File: src/rtl/flex_updown_counter.sv
// Purpose: parameterised up/down counter with wrap or saturate at a programmable bound, plus a saturating wrap-event counter.
// Latency: one cycle from any input to the registered outputs; there is no combinational input-to-output path.
// Backpressure: none; a step is taken on every cycle with count_enable high, and clear and load take precedence over it.
//
// Ports:
//   clk, n_rst          rising-edge clock, asynchronous active-low reset (all outputs forced to 0)
//   clear               synchronous clear of count, flags and wrap_count (highest priority)
//   load_enable/load_val synchronous load of count_out (second priority; wrap_count untouched)
//   count_enable        take one step this cycle (third priority)
//   count_up            direction: 1 = up toward rollover_val, 0 = down toward 1
//   sat_mode            1 = stick at the terminal value, 0 = wrap around
//   rollover_val        upper bound of the count range (unsigned)
//   count_out           registered count
//   rollover_flag       high while count_out sits at the terminal value
//   rollover_pulse      one-cycle strobe when a step arrives at the terminal value
//   wrap_count          number of rollover_pulse events, saturating at all-ones
module flex_updown_counter #(
    parameter int NUM_CNT_BITS  = 4,
    parameter int WRAP_CNT_BITS = 8
) (
    input  logic                     clk,
    input  logic                     n_rst,
    input  logic                     clear,
    input  logic                     load_enable,
    input  logic [NUM_CNT_BITS-1:0]  load_val,
    input  logic                     count_enable,
    input  logic                     count_up,
    input  logic                     sat_mode,
    input  logic [NUM_CNT_BITS-1:0]  rollover_val,
    output logic [NUM_CNT_BITS-1:0]  count_out,
    output logic                     rollover_flag,
    output logic                     rollover_pulse,
    output logic [WRAP_CNT_BITS-1:0] wrap_count
);

    typedef logic [NUM_CNT_BITS-1:0]  cnt_t;
    typedef logic [WRAP_CNT_BITS-1:0] wrap_t;

    localparam cnt_t  CNT_ONE  = cnt_t'(1);
    localparam wrap_t WRAP_ONE = wrap_t'(1);
    localparam wrap_t WRAP_MAX = '1;

    cnt_t  term_val;
    cnt_t  step_val;
    logic  step_at_term;
    cnt_t  next_cnt;
    logic  next_flag;
    logic  next_pulse;
    wrap_t next_wrap;

    // Terminal value: the bound when counting up, 1 when counting down.
    assign term_val = count_up ? rollover_val : CNT_ONE;

    // Value one enabled step would produce. The ">=" / "<=" comparisons let
    // a count that was loaded above the bound fall back into range, and
    // because the up increment only happens below rollover_val it can never
    // overflow past all-ones.
    always_comb begin
        step_val = count_out;
        if (rollover_val == '0) begin
            step_val = '0;
        end else if (count_up) begin
            if (count_out >= rollover_val) begin
                step_val = sat_mode ? rollover_val : CNT_ONE;
            end else begin
                step_val = count_out + CNT_ONE;
            end
        end else begin
            if (count_out <= CNT_ONE) begin
                step_val = sat_mode ? count_out : rollover_val;
            end else begin
                step_val = count_out - CNT_ONE;
            end
        end
    end

    // A zero bound is a degenerate range: the count parks at 0 and never
    // reports a terminal hit, even though 0 == term_val when counting up.
    assign step_at_term = (rollover_val != '0) && (step_val == term_val);

    always_comb begin
        next_cnt   = count_out;
        next_flag  = rollover_flag;
        next_pulse = 1'b0;
        next_wrap  = wrap_count;

        if (clear) begin
            next_cnt  = '0;
            next_flag = 1'b0;
            next_wrap = '0;
        end else if (load_enable) begin
            next_cnt  = load_val;
            next_flag = (load_val == term_val);
        end else if (count_enable) begin
            next_cnt   = step_val;
            next_flag  = step_at_term;
            // Only an arrival counts; sitting saturated at the terminal
            // value must not re-fire the strobe.
            next_pulse = step_at_term && (step_val != count_out);
        end

        // wrap_count advances on the same edge that registers the pulse.
        if (!clear && next_pulse && (wrap_count != WRAP_MAX)) begin
            next_wrap = wrap_count + WRAP_ONE;
        end
    end

    always_ff @(posedge clk or negedge n_rst) begin
        if (!n_rst) begin
            count_out      <= '0;
            rollover_flag  <= 1'b0;
            rollover_pulse <= 1'b0;
            wrap_count     <= '0;
        end else begin
            count_out      <= next_cnt;
            rollover_flag  <= next_flag;
            rollover_pulse <= next_pulse;
            wrap_count     <= next_wrap;
        end
    end

endmodule

File: config.mk
export PLATFORM = sky130hd
export DESIGN_NAME = flex_updown_counter
export DESIGN_NICKNAME = d
export VERILOG_FILES = /design/src/rtl/flex_updown_counter.sv
export SDC_FILE = /design/constraint.sdc
export NUM_CORES = 1
export LEC_CHECK = 0
export BUFFER_PORTS_ARGS = -buffer_cell sky130_fd_sc_hd__buf_2
export CAP_MARGIN = 10
export CORE_ASPECT_RATIO = 1.25
export CORE_UTILIZATION = 56
export DETAILED_ROUTE_END_ITERATION = 8
export GPL_TIMING_DRIVEN = 0
export PLACE_DENSITY_LB_ADDON = 0.1
export SLEW_MARGIN = 10
export SYNTH_ARGS = -nofsm -noshare
export SYNTH_HDL_FRONTEND = slang
export SYNTH_SLANG_ARGS = --single-unit
File: constraint.sdc
create_clock -name clk -period 3.5 [get_ports clk]
set_input_delay 0.525 -clock clk [delete_from_list [all_inputs] [get_ports clk]]
set_output_delay 0.525 -clock clk [all_outputs]
set_load 0.01 [all_outputs]
==> impl_metrics.ini <==
[power]
pwr-share-comb_pct = 43.6
power_switching_uw = 176
seq_power_share_pct = 37.4
power.density_nw_per_um2 = 260
ir_worst_vdd_mv = 0.225
netSwitchingFraction_pct = 37.8
leakagePower_nw = 0.785
finalPower_uw = 465
pwr-share-clk_pct = 19.0
p_int_uw = 290

[die]
io_pins = 29
rows = 21
die_area_um2 = 3100
fp.dieW_um = 50.0
initial_core_util_pct = 59.7
die_y_um = 62.0
core_area_um2 = 2710

[yosys]
synth_xor_area_share_pct = 3.80
syn_nets = 226
synth_area_um2 = 1620
synth_top_family_by_area = compound AO/OA/AOI/OAI gates
synth.area.mux_share_pct = 4.57
yosys.cell_count.top_type = nor2_1
ys_warn_count = 0
synth_seq_cells = 14
ys.flop_type = dfrtp_1
synth_cell_types = 60
synth_top_area_share_pct = 21.7
syn_inst = 203
synthAdderAreaFrac_pct = 6.20
synth_area_leader_cell = dfrtp_1
synth_edf_count = 0
synthSimpleGateAreaFrac_pct = 27.5
synth_common_cells = 19 x nor2_1, 14 x dfrtp_1, 11 x nand2_1
synth_compound_area_share_pct = 29.0
syn-mean-instance-area_um2 = 7.96
async_reset_ff_share_pct = 100
synth_top_cells_by_area = dfrtp_1 22%, ha_1 6.2%, nor2_1 4.4%
ys_seq_area_share_pct = 21.7

[routing]
wl_per_cell_um = 16.5
vias = 1697
ant_nets = 0
drcViolationCount = 0
post_drt_via_cell_ratio = 6.48
drtIter0Drc = 78
firstDrtPassIters = 5
drt_wl_total_mm = 4.31

[setup_path]
start_kind = flip-flop
crit_type = reg -> reg
critPathRequiredTime_ps = 3670
max_stage_delay_ps = 520
cp-end-kind = flip-flop
crit_buf_inv = 3
crit_slowest_cell = a2111oi_0
cp_max_fo = 10
critical_path.top_delay_family = simple AND/OR/NAND/NOR gates
crit_arrival_ps = 3340
worstPathCellList = buf_2, inv_1, ha_1, nand2b_1, nand4_1, a2111oi_0, a311o_1, a21boi_1, and3_1, buf_4, and2_4, mux2_2

[job]
drv_cap = 0

[finish]
antennaDiodeCount = 0
multiInputGateArea_um2 = 1150
area_growth_pct = 10.8
drive_above_1_share_pct = 20.6
regArea_um2 = 350
fill_cells = 248
nets = 253

[global_route]
grt_pass1_wl_mm = 6.84
grt_pass1_vias = 1540
grt_overflow = 0
grt_max_degree = 15
antenna_found_initial = 0
grt_usage_pct = 29.0

[sta]
timing.fmax_mhz = 315
hold_violations = 0
fin_crit_sh_pct = 90.7
grt_setup_unrepaired = no
drv_slew = 0
maxSlewHeadroom_pct = 63.4
skew_ps = 1.58
setup_viol = 0
fin_setup_tns_ps = 0
worst_pin_slew_ps = 545
min_period_ps = 3180

[placement]
io_buffers = 22
place.detailed.hpwl_mm = 3.30
routabilityCongestion = 0.972

[cts]
cts-root-buf = clkbuf_4
cts_resized = 0
path_clk_slew_ps = 80
cts_tree = built
post_cts_buffers = 0
cts.sinks = 14
cts_buffer_depth = 2
clock_latency_ps = 280
holdBufCountCts = 0
htree_levels = 1
cts_buffers = 3

[hold_path]
hold_path.class = in -> async

[outcome]
status = finished clean
## power groups by stage
stage               Clock, mW  Combinational (mW)  Sequential (mW)
floorplan                   0               0.147            0.178
finish                 0.0886               0.203            0.174
CTS                    0.0923               0.200            0.174
detailed placement          0               0.198            0.177
global placement            0               0.197            0.177
global route           0.0970               0.221            0.175
## state kept, by name (all words and copies together) (netlist names)
| signal | flops |
|---|---|
| rollover_pulse | 1 |
| count_out | 4 |
| wrap_count | 8 |
| rollover_flag | 1 |
## routing by layer
metal | up-vias | GRT usage (%) | wire length (um)
met5 | - | 0 | 0
met4 | 0 | 13.1 | 87
met3 | 13 | 1.22 | 190
met2 | 67 | 59.0 | 2320
met1 | 806 | 31.0 | 1710
li1 | 811 | - | -
## cells by family after synthesis
logic type,Yosys count
buffers and inverters,24
AND/OR/NAND/NOR,81
XOR/XNOR,7
adder cells (fa/ha/maj),8
flip-flops,14
AO/OA/AOI/OAI,62
multiplexers,7
## metrics by stage
step | cells | setup slack (ps) | util [%] | instance area [um2] | hold WS (ps)
2_1_floorplan | 203 | 640 | - | 1620 | 229
3_3_place_gp | 259 | 284 | 65.3 | 1770 | 430
3_5_place_dp | 259 | 311 | 65.3 | 1770 | 434
4_1_cts | 262 | 390 | 66.2 | 1790 | 131
5_1_grt | 262 | 154 | 66.2 | 1790 | 158
6_report | 262 | 325 | 66.2 | 1790 | 133
## area by class of cell
cell class,instances,area share (%)
Timing Repair Buffer,22,6.15
Inverter,10,2.10
Multi-Input combinational cell,165,64.1
Clock buffer,3,1.26
Sequential cell,14,19.6
Buffer,14,4.47
Tap cell,34,2.38
## placed cells by master, fill, tap and decap left out, types with 3 or more instances in the layout
| master | count |
|---|---|
| a211oi_1 | 5 |
| a21oi_1 | 7 |
| a311oi_1 | 4 |
| and2_1 | 5 |
| and3_1 | 5 |
| buf_2 | 29 |
| clkbuf_1 | 4 |
| clkbuf_4 | 3 |
| dfrtp_1 | 14 |
| ha_1 | 8 |
| inv_1 | 10 |
| mux2i_1 | 4 |
| nand2_1 | 11 |
| nand2b_1 | 9 |
| nand3_1 | 8 |
| nor2_1 | 19 |
| nor2b_1 | 5 |
| nor3_1 | 7 |
| o211ai_1 | 3 |
| o21ai_0 | 10 |
| o21ai_1 | 4 |
| xnor2_1 | 6 |
## path summary, 6_finish.rpt
| path | to | slack, ps | startpoint | depth (start not counted) |
|---|---|---|---|---|
| worst max-delay path | wrap_count[0]$_DFFE_PN0P_ | 320 | count_out[0]$_DFFE_PN0P_ | 12 |
| min in group clk | count_out[1]$_DFFE_PN0P_ | 540 | load_val[1] | 3 |
| worst min register to register | wrap_count[7]$_DFFE_PN0P_ | 580 | wrap_count[7]$_DFFE_PN0P_ | 1 |
| worst max register to register | wrap_count[0]$_DFFE_PN0P_ | 320 | count_out[0]$_DFFE_PN0P_ | 12 |
| worst min-delay path | rollover_flag$_DFFE_PN0P_ | 130 | n_rst | 1 |
| max in group asynchronous | count_out[1]$_DFFE_PN0P_ | 3130 | n_rst | 1 |
Power figures use the tool's default switching activity.
